==> src/rtl/target_spawner_pkg.sv <==
// Shared types and constants for the target spawner: FSM encoding, LFSR taps,
// default screen geometry.
package target_spawner_pkg;

    typedef enum logic [1:0] {
        IDLE   = 2'd0,
        DRAW_X = 2'd1,
        DRAW_Y = 2'd2,
        CHECK  = 2'd3
    } spawn_state_t;

    localparam int DEF_H_ACTIVE = 640;
    localparam int DEF_V_ACTIVE = 480;

    // Right-shift Galois feedback masks for maximal-length sequences.
    function automatic logic [31:0] lfsr_taps(input int width);
        case (width)
            4:       return 32'h0000_000C;
            5:       return 32'h0000_0014;
            6:       return 32'h0000_0030;
            7:       return 32'h0000_0060;
            8:       return 32'h0000_00B8;
            9:       return 32'h0000_0110;
            10:      return 32'h0000_0240;
            11:      return 32'h0000_0500;
            12:      return 32'h0000_0E08;
            13:      return 32'h0000_1C80;
            14:      return 32'h0000_3802;
            15:      return 32'h0000_6000;
            default: return 32'h0000_B400;
        endcase
    endfunction

    // clog2 that never returns 0, so single-entry ranges still get a 1-bit field.
    function automatic int clog2_min1(input int n);
        return (n > 1) ? $clog2(n) : 1;
    endfunction

endpackage

==> src/rtl/target_spawner_lfsr.sv <==
// Free-running Galois LFSR; a zero seed would lock up, so it is forced to 1.
module lfsr_galois #(
    parameter int               WIDTH = 16,
    parameter logic [WIDTH-1:0] TAPS  = 16'hB400,
    parameter logic [WIDTH-1:0] SEED  = 16'hACE1
) (
    input  logic             clk,
    input  logic             rst,
    output logic [WIDTH-1:0] q
);

    localparam logic [WIDTH-1:0] SEED_EFF = (SEED == '0) ? WIDTH'(1) : SEED;

    always_ff @(posedge clk) begin
        if (rst) q <= SEED_EFF;
        else     q <= (q >> 1) ^ (q[0] ? TAPS : '0);
    end

endmodule

==> src/rtl/target_spawner.sv <==
// Multi-slot target placer: rejection-sampled grid cells from an LFSR, no
// overlap between live slots, plus the combinational per-pixel overlay.
module target_spawner
    import target_spawner_pkg::*;
#(
    parameter int                NUM_BOXES = 4,
    parameter int                BOX_SIZE  = 10,
    parameter int                H_ACTIVE  = DEF_H_ACTIVE,
    parameter int                V_ACTIVE  = DEF_V_ACTIVE,
    parameter int                LFSR_W    = 16,
    parameter logic [LFSR_W-1:0] SEED      = 16'hACE1,
    parameter int                MAX_TRIES = 32,
    localparam int               IDX_W     = clog2_min1(NUM_BOXES)
) (
    input  logic                   clk,
    input  logic                   rst,
    input  logic                   spawn_req,
    input  logic [IDX_W-1:0]       spawn_idx,
    input  logic                   clear_req,
    input  logic [IDX_W-1:0]       clear_idx,
    input  logic [9:0]             x_pos,
    input  logic [8:0]             y_pos,
    output logic                   spawn_busy,
    output logic                   spawn_done,
    output logic                   spawn_fail,
    output logic [NUM_BOXES-1:0]   box_valid,
    output logic [NUM_BOXES*10-1:0] box_x_flat,
    output logic [NUM_BOXES*9-1:0] box_y_flat,
    output logic                   box_vga,
    output logic [IDX_W-1:0]       box_hit_idx
);

    localparam int COLS  = H_ACTIVE / BOX_SIZE;
    localparam int ROWS  = V_ACTIVE / BOX_SIZE;
    localparam int COL_W = clog2_min1(COLS);
    localparam int ROW_W = clog2_min1(ROWS);
    localparam int TRY_W = $clog2(MAX_TRIES + 1);

    localparam logic [COL_W:0]   COLS_C  = COLS[COL_W:0];
    localparam logic [ROW_W:0]   ROWS_C  = ROWS[ROW_W:0];
    localparam logic [TRY_W-1:0] TRIES_C = MAX_TRIES[TRY_W-1:0];

    logic [LFSR_W-1:0] lfsr;
    logic              lfsr_unused;

    spawn_state_t      state, state_n;
    logic [IDX_W-1:0]  idx_q, idx_n;
    logic [TRY_W-1:0]  tries, tries_n, tries_inc;
    logic [COL_W-1:0]  cand_col, cand_col_n;
    logic [ROW_W-1:0]  cand_row, cand_row_n;
    logic              done_n, fail_n, wr_en, wr_ok, last_try, collide;

    logic [NUM_BOXES-1:0][COL_W-1:0] col_q;
    logic [NUM_BOXES-1:0][ROW_W-1:0] row_q;
    logic [NUM_BOXES-1:0]            in_box;

    lfsr_galois #(
        .WIDTH (LFSR_W),
        .TAPS  (LFSR_W'(lfsr_taps(LFSR_W))),
        .SEED  (SEED)
    ) u_lfsr (
        .clk (clk),
        .rst (rst),
        .q   (lfsr)
    );

    // Only the low bits feed the draws; the rest just keep the sequence long.
    assign lfsr_unused = ^lfsr;

    assign tries_inc  = tries + TRY_W'(1);
    assign last_try   = (tries_inc >= TRIES_C);
    assign spawn_busy = (state != IDLE);

    // The slot being (re)placed is excluded so a respawn may reuse its own cell.
    always_comb begin
        collide = 1'b0;
        for (int j = 0; j < NUM_BOXES; j++) begin
            if (idx_q != IDX_W'(j) && box_valid[j] &&
                col_q[j] == cand_col && row_q[j] == cand_row)
                collide = 1'b1;
        end
    end

    always_comb begin
        state_n    = state;
        idx_n      = idx_q;
        tries_n    = tries;
        cand_col_n = cand_col;
        cand_row_n = cand_row;
        done_n     = 1'b0;
        fail_n     = 1'b0;
        wr_en      = 1'b0;
        wr_ok      = 1'b0;
        case (state)
            IDLE: begin
                if (spawn_req) begin
                    idx_n   = spawn_idx;
                    tries_n = '0;
                    state_n = DRAW_X;
                end
            end
            DRAW_X: begin
                if ({1'b0, lfsr[COL_W-1:0]} >= COLS_C) begin
                    tries_n = tries_inc;
                    if (last_try) begin
                        state_n = IDLE;
                        done_n  = 1'b1;
                        fail_n  = 1'b1;
                        wr_en   = 1'b1;
                    end
                end else begin
                    cand_col_n = lfsr[COL_W-1:0];
                    state_n    = DRAW_Y;
                end
            end
            DRAW_Y: begin
                if ({1'b0, lfsr[ROW_W-1:0]} >= ROWS_C) begin
                    tries_n = tries_inc;
                    if (last_try) begin
                        state_n = IDLE;
                        done_n  = 1'b1;
                        fail_n  = 1'b1;
                        wr_en   = 1'b1;
                    end
                end else begin
                    cand_row_n = lfsr[ROW_W-1:0];
                    state_n    = CHECK;
                end
            end
            CHECK: begin
                // A collision also counts toward the budget, so a full board
                // whose draws never fall off-grid still terminates.
                if (collide) begin
                    tries_n = tries_inc;
                    if (last_try) begin
                        state_n = IDLE;
                        done_n  = 1'b1;
                        fail_n  = 1'b1;
                        wr_en   = 1'b1;
                    end else begin
                        state_n = DRAW_X;
                    end
                end else begin
                    state_n = IDLE;
                    done_n  = 1'b1;
                    wr_en   = 1'b1;
                    wr_ok   = 1'b1;
                end
            end
            default: state_n = IDLE;
        endcase
    end

    always_ff @(posedge clk) begin
        if (rst) begin
            state      <= IDLE;
            idx_q      <= '0;
            tries      <= '0;
            cand_col   <= '0;
            cand_row   <= '0;
            spawn_done <= 1'b0;
            spawn_fail <= 1'b0;
        end else begin
            state      <= state_n;
            idx_q      <= idx_n;
            tries      <= tries_n;
            cand_col   <= cand_col_n;
            cand_row   <= cand_row_n;
            spawn_done <= done_n;
            spawn_fail <= fail_n;
        end
    end

    // Write is ordered after clear so a same-edge spawn write wins.
    always_ff @(posedge clk) begin
        if (rst) begin
            box_valid <= '0;
            col_q     <= '0;
            row_q     <= '0;
        end else begin
            for (int i = 0; i < NUM_BOXES; i++) begin
                if (clear_req && clear_idx == IDX_W'(i))
                    box_valid[i] <= 1'b0;
                if (wr_en && idx_q == IDX_W'(i)) begin
                    box_valid[i] <= wr_ok;
                    if (wr_ok) begin
                        col_q[i] <= cand_col;
                        row_q[i] <= cand_row;
                    end
                end
            end
        end
    end

    for (genvar i = 0; i < NUM_BOXES; i++) begin : g_slot
        logic [9:0]  bx;
        logic [8:0]  by;
        logic [10:0] x_lo, x_hi;
        logic [9:0]  y_lo, y_hi;

        assign bx   = 10'(col_q[i]) * 10'(BOX_SIZE);
        assign by   = 9'(row_q[i]) * 9'(BOX_SIZE);
        assign x_lo = {1'b0, bx};
        assign x_hi = x_lo + 11'(BOX_SIZE);
        assign y_lo = {1'b0, by};
        assign y_hi = y_lo + 10'(BOX_SIZE);

        assign box_x_flat[10*i +: 10] = bx;
        assign box_y_flat[9*i +: 9]   = by;
        assign in_box[i] = ({1'b0, x_pos} >= x_lo) && ({1'b0, x_pos} < x_hi) &&
                           ({1'b0, y_pos} >= y_lo) && ({1'b0, y_pos} < y_hi);
    end

    // Descending scan so the lowest matching index is the one left standing.
    always_comb begin
        box_vga     = 1'b0;
        box_hit_idx = '0;
        for (int i = NUM_BOXES - 1; i >= 0; i--) begin
            if (box_valid[i] && in_box[i]) begin
                box_vga     = 1'b1;
                box_hit_idx = IDX_W'(i);
            end
        end
    end

endmodule

==> config.mk <==
export PLATFORM = sky130hd
export DESIGN_NAME = target_spawner
export DESIGN_NICKNAME = d
export VERILOG_FILES = /design/src/rtl/target_spawner_pkg.sv /design/src/rtl/target_spawner_lfsr.sv /design/src/rtl/target_spawner.sv
export SDC_FILE = /design/constraint.sdc
export NUM_CORES = 1
export LEC_CHECK = 0
export ABC_CLOCK_PERIOD_IN_PS = 10000
export CAP_MARGIN = 40
export CORE_MARGIN = 1.5
export CORE_UTILIZATION = 45
export DETAILED_ROUTE_END_ITERATION = 8
export HOLD_SLACK_MARGIN = 0.02
export MAX_ROUTING_LAYER = met4
export PLACE_DENSITY = 0.73
export SLEW_MARGIN = 25
export SYNTH_ARGS = -nofsm -noshare
export SYNTH_HDL_FRONTEND = slang
export SYNTH_HIERARCHICAL = 1
export SYNTH_SLANG_ARGS = --single-unit
==> constraint.sdc <==
create_clock -name clk -period 10 [get_ports clk]
set_clock_uncertainty 0.1 [all_clocks]
set_input_delay 1 -clock clk [delete_from_list [all_inputs] [get_ports clk]]
set_output_delay 1 -clock clk [all_outputs]
set_load 0.005 [all_outputs]
Word level (Yosys, flattened, before mapping) --
Cells that the tools add are included.
Operators by class: div/mod/pow operators 0, $mul 8, equality and inequality tests 24, muxes and demuxes 39, order comparisons 18, shift-type cells 0, add/subtract/negate cells 9, bitwise gates (word level) 2, reductions and logical operators 54
Operators with widths (number):
- $eq 6x6->1 | 8
- $add 10x4->11 const B | 4
- $lt 10x11->1 | 4
- $add 9x4->10 const B | 4
- $ge 10x10->1 | 4
- $lt 9x10->1 | 4
- $ge 9x9->1 | 4
- $logic_and 1x1->1 | 36
- $mul 6x3->9 const B | 4
- $mul 6x3->8 const B | 4
- $mux 1 | 23
- $mux 6 | 3
- $pmux 6 s3 | 1
- $mux 16 | 1
- $mux 2 | 8
- $xor 15x16->16 | 1
- $reduce_and 2->1 | 7
- $eq 2x2->1 const B | 6
- $ge 6x6->1 const B | 2
- $reduce_bool 2->1 | 6
- $ne 2x2->1 const B | 5
- $pmux 2 s4 | 1
- $add 6x1->6 const B | 1
- $eq 2x1->1 const B | 3
- 7 further kinds | 10
Word-level totals: bits in latches 0, word-level logic and storage cells 174, memories kept 0, output and inout bits 86, memory bits (read-only) 0, memory bits (writable) 0, register bits 92

Logic depth before layout (Yosys ltp) --
depth in word-level cells 12, depth in mapped cells 16

By module --
Netlist, hierarchy kept.
By module, submodules not included:
- target_spawner | area an instance 9526.6 sq um, cells each 1147, seq. area each 1521.5 sq um, instances 1
- lfsr_galois | area an instance 462.9 sq um, cells each 36, seq. area each 320.3 sq um, instances 1

Worst setup path after synthesis --
OpenSTA, ideal clock, no wires.
kind register -> output, from register col_q[13] (netlist bit), to output port box_vga, path slack 5.458 ns, arrival time 3.442 ns, stages on the path, launching flop included 15, required time 8.900 ns, path buffers 0, cells stage by stage dfxtp_1 > ha_1 > ha_1 > fa_1 > xor2_1 > inv_1 > nor4_1 > xnor2_1 > ha_1 > a211o_1 > a211oi_1 > a21o_1 > o21ai_0 > or2_2 > nand4b_1
Between the ends: word-level cells in the longest chain between the ends 10
RTL lines:
- start: declaration | line target_spawner.sv:53 | logic [NUM_BOXES-1:0][COL_W-1:0] col_q;
- start signal: indexed assignment | line target_spawner.sv:187 | col_q[i] <= cand_col;
- $mul 6x3->9 * | line target_spawner.sv:201 | assign bx = 10'(col_q[i]) * 10'(BOX_SIZE);
- named net box_x_flat[26] | line target_spawner.sv:27 | output logic [NUM_BOXES*10-1:0] box_x_flat,
- $add 10x4->11 | line target_spawner.sv:204 | assign x_hi = x_lo + 11'(BOX_SIZE);
- $lt 10x11->1 | line target_spawner.sv:210 | assign in_box[i] = ({1'b0, x_pos} >= x_lo) && ({1'b0, x_pos} < x_hi) &&
- $logic_and 1x1->1 * (2 in a row) | line target_spawner.sv:210
- $logic_and 1x1->1 * | line target_spawner.sv:211 | ({1'b0, y_pos} >= y_lo) && ({1'b0, y_pos} < y_hi);
- $logic_and 1x1->1 * | line target_spawner.sv:219 | if (box_valid[i] && in_box[i]) begin
- $mux 1 * (3 in a row) | line target_spawner.sv:219
- end: declaration | line target_spawner.sv:29 | output logic box_vga,
Mark *: on every way through the listed nets, which the timed path passes. The rest lies on a longest branch.

Worst setup path after layout --
from register col_q[13] (netlist bit), to output port box_vga
Between the ends: word-level cells in the longest chain between the ends 10
RTL lines (line):
- $mul 6x3->9 * | target_spawner.sv:201
- $add 10x4->11 | target_spawner.sv:204
- $lt 10x11->1 | target_spawner.sv:210
- $logic_and 1x1->1 * (2 in a row) | target_spawner.sv:210
- $logic_and 1x1->1 * | target_spawner.sv:211
- $logic_and 1x1->1 * | target_spawner.sv:219
- $mux 1 * (3 in a row) | target_spawner.sv:219
Mark *: on every way between the ends. The rest lies on a longest branch, timed or not.

==> metrics.txt <==
Worst Hold Path EP=u_lfsr/q[5]; highest routed layer=met4; global router's overall resource usage=22.9%; HPWL after detailed placement=20.1 mm; Worst path slowest cell=clkdlybuf4s50_1; vias=8,905; RSZ-0062 raised after global routing=false; Async S/R FF share, synth=0%; synthesis-to-finish area growth=13.4%; Crit. End Element=output port; clock-pin transition on the worst setup and hold timing paths=0.07 ns; largest net degree at the start of global routing=70; Synth area leaders=ha_1 26%, dfxtp_1 18%, xnor2_1 7.6%; Max stage delay on crit path=0.52 ns; Syn Area/Cell=8.44 µm²; pins over their slew limit=0; worst r2r dst=col_q[0]; worst-path maximum fanout=7; Final Net Count=1,477; worst r2r src=idx_q[1]; Tmin final=5.86 ns; Final Hold Viols=0; setup slack after layout=4.14 ns; worst vdd ir=0.0000854 V; Setup Buffers After CTS=0; total CTS buffers=9; clk sinks=92; total routed wirelength=25.7 mm; initial core utilization=45.8%; Leakage=4.69 nW; wire per inst=16.9 µm; H-tree depth=3; cts hold-fix bufs=0; Max Fclk=0.171 GHz; full die area=0.0231 mm²; Crit path top cell by count=ha_1; EDFF count, synth=0; FF-to-FF path depth=8; Ports=113; most frequent cell after synthesis=ha_1; arrival time at the worst endpoint=4.76 ns; flops & latches, synth=92; Setup WS pre-CTS=4.55 ns; initial antenna violation count=0; Setup CP Type=reg2out; DRC errors left=0; core area=0.0218 mm²; Synth top cells by count=207 x ha_1, 104 x a21oi_1, 100 x inv_1, 92 x dfxtp_1, 87 x xnor2_1; Slew headroom=47.2%; Worst Hold Depth=1; hold_sp=u_lfsr/q[6]; total power=0.000914 W; final critical-path share of the clock period=58.6%; placed insts=1,502; Die H=152 µm; register area share after synthesis=18.4%; layout cells sized above 1=3.23%; Max-Cap Viols=0; CTS tree=yes; top-area cell type share of the netlist area=25.9%; status=completed; row count=54; vias per std cell=5.86; vias in the first global route=8,641; global route overflow=0; Synth cell types=58; Pwr Density=80.7 mW/mm²; Synth Warn #=6; r2r setup slk=6.98 ns; clock buffer depth=2; diode count=0; Post-Syn Area=0.00999 mm²; Setup crit start kind=flip-flop; Final setup viols=0; cell taking the most area after synthesis=ha_1; first-pass GRT wire length=43.1 mm; Placer Congestion=0.893; DRT met1 WL=11.5 mm; DR pass1 iterations=5; port bufs=104; Gate Count Post-Synth=1,183; wire length on met2=12.7 mm; CP cell instances=ha_1 > ha_1 > fa_1 > xor2_1 > inv_1 > nor4_1 > xnor2_1 > ha_1 > a211o_1 > a211oi_1 > a21o_1 > o21ai_0 > or2_2 > nand4b_1 > clkdlybuf4s50_1; routed wl met3=1.02 mm; hold crit path type=reg2reg; Skew-Pair Late Insertion Delay=0.35 ns; Synth Flop Type=dfxtp_1; root buf cell=clkbuf_16; CTS resizes=0; TNS Setup=0 ns; measured slew at the worst slew-check pin=0.793 ns; Post-DRT Antenna Nets=0; Final Non-Filler Cells=1,520; WHS=0.312 ns; worst path required time=8.90 ns; Die Span X=152 µm; Iter 0 DRT Violations=680
## report_power, final
part	internal (W)	total, W	switching, W
logic	0.0000639	0.000156	0.0000916
registers	0.000375	0.000391	0.0000158
clock network	0.000219	0.000367	0.000148
## how the worst max path moves through the flow
stage,start,end,slack [ns]
3_5_place_dp,col_q[13],box_vga,4.55
3_3_place_gp,col_q[13],box_vga,4.67
5_1_grt,col_q[13],box_vga,3.76
4_1_cts,col_q[13],box_vga,4.16
2_1_floorplan,col_q[13],box_vga,5.46
6_report,col_q[13],box_vga,4.14
## final cells by class
cell class | instances | area, µm²
clock buffer | 10 | 229
clock inverter | 6 | 88.8
fill | 2096 | 10500
inverter | 100 | 375
multi-input combinational | 920 | 7320
sequential | 92 | 1840
tap | 280 | 350
timing repair buffer | 112 | 1120
## registers in the layout, indices dropped and copies added, names as in the netlist
name	flops
box_valid	4
tries	6
cand_row	6
u_lfsr/q	16
row_q	24
spawn_done	1
spawn_fail	1
idx_q	2
cand_col	6
state	2
col_q	24
## worst max-delay path: cells and delay by family, from the launching register on
kind | cells | cell delay, ns
adder cells (fa/ha/maj) | 4 | 1.13
XOR/XNOR | 2 | 0.46
AO/OA/AOI/OAI | 4 | 0.92
buffers and inverters | 2 | 0.63
AND/OR/NAND/NOR | 3 | 0.83
flip-flops | 1 | 0.46
## cells in the final DEF (no fill, tap or decap), types with 7 or more instances in the layout
master / Yosys / final
ha_1: 207 / 207
a21oi_1: 104 / 104
clkdlybuf4s50_1: 0 / 103
inv_1: 100 / 100
dfxtp_1: 92 / 92
xnor2_1: 87 / 87
nand4_1: 57 / 57
o31ai_1: 49 / 49
nor2_1: 45 / 45
nand2_1: 39 / 39
xor2_1: 36 / 36
o21ai_0: 35 / 35
nand3_1: 29 / 29
a21o_1: 26 / 26
o21a_1: 22 / 22
nor3_1: 20 / 20
nor2b_1: 18 / 18
o211ai_1: 15 / 15
a31oi_1: 11 / 11
a211oi_1: 9 / 9
clkbuf_16: 0 / 9
o221ai_1: 8 / 8
nand2b_1: 8 / 8
fa_1: 8 / 8
conb_1: 1 / 8
nor4_1: 7 / 7
a211o_1: 7 / 7
buf_4: 26 / 7
## routing by layer
layer | global-route usage, % | vias up
met2 | 39.0 | 227
met1 | 28.6 | 4262
met3 | 2.60 | 41
li1 | - | 4375
met5 | - | -
met4 | 6.20 | 0
## logic make-up (layout without fill, tap and decap cells)
kind of cell	count (synthesis)	after routing	synth area share (%)
flops	92	92	18.4
mux	5	5	0.501
buf+inv	178	228	8.53
compound gates	309	309	20.2
other cells	1	8	0.0375
fa+ha+maj	215	215	27.5
simple gates	260	260	14.0
xor+xnor	123	123	10.8
## through the flow
stage / cell area [µm²] / utilization [%]
floorplan: 10000 / -
global placement: 11000 / 50.2
detailed placement: 11000 / 50.4
CTS: 11300 / 51.8
global route: 11300 / 51.9
finish: 11300 / 51.9
Note: power is estimated with default switching activity, not from simulation.
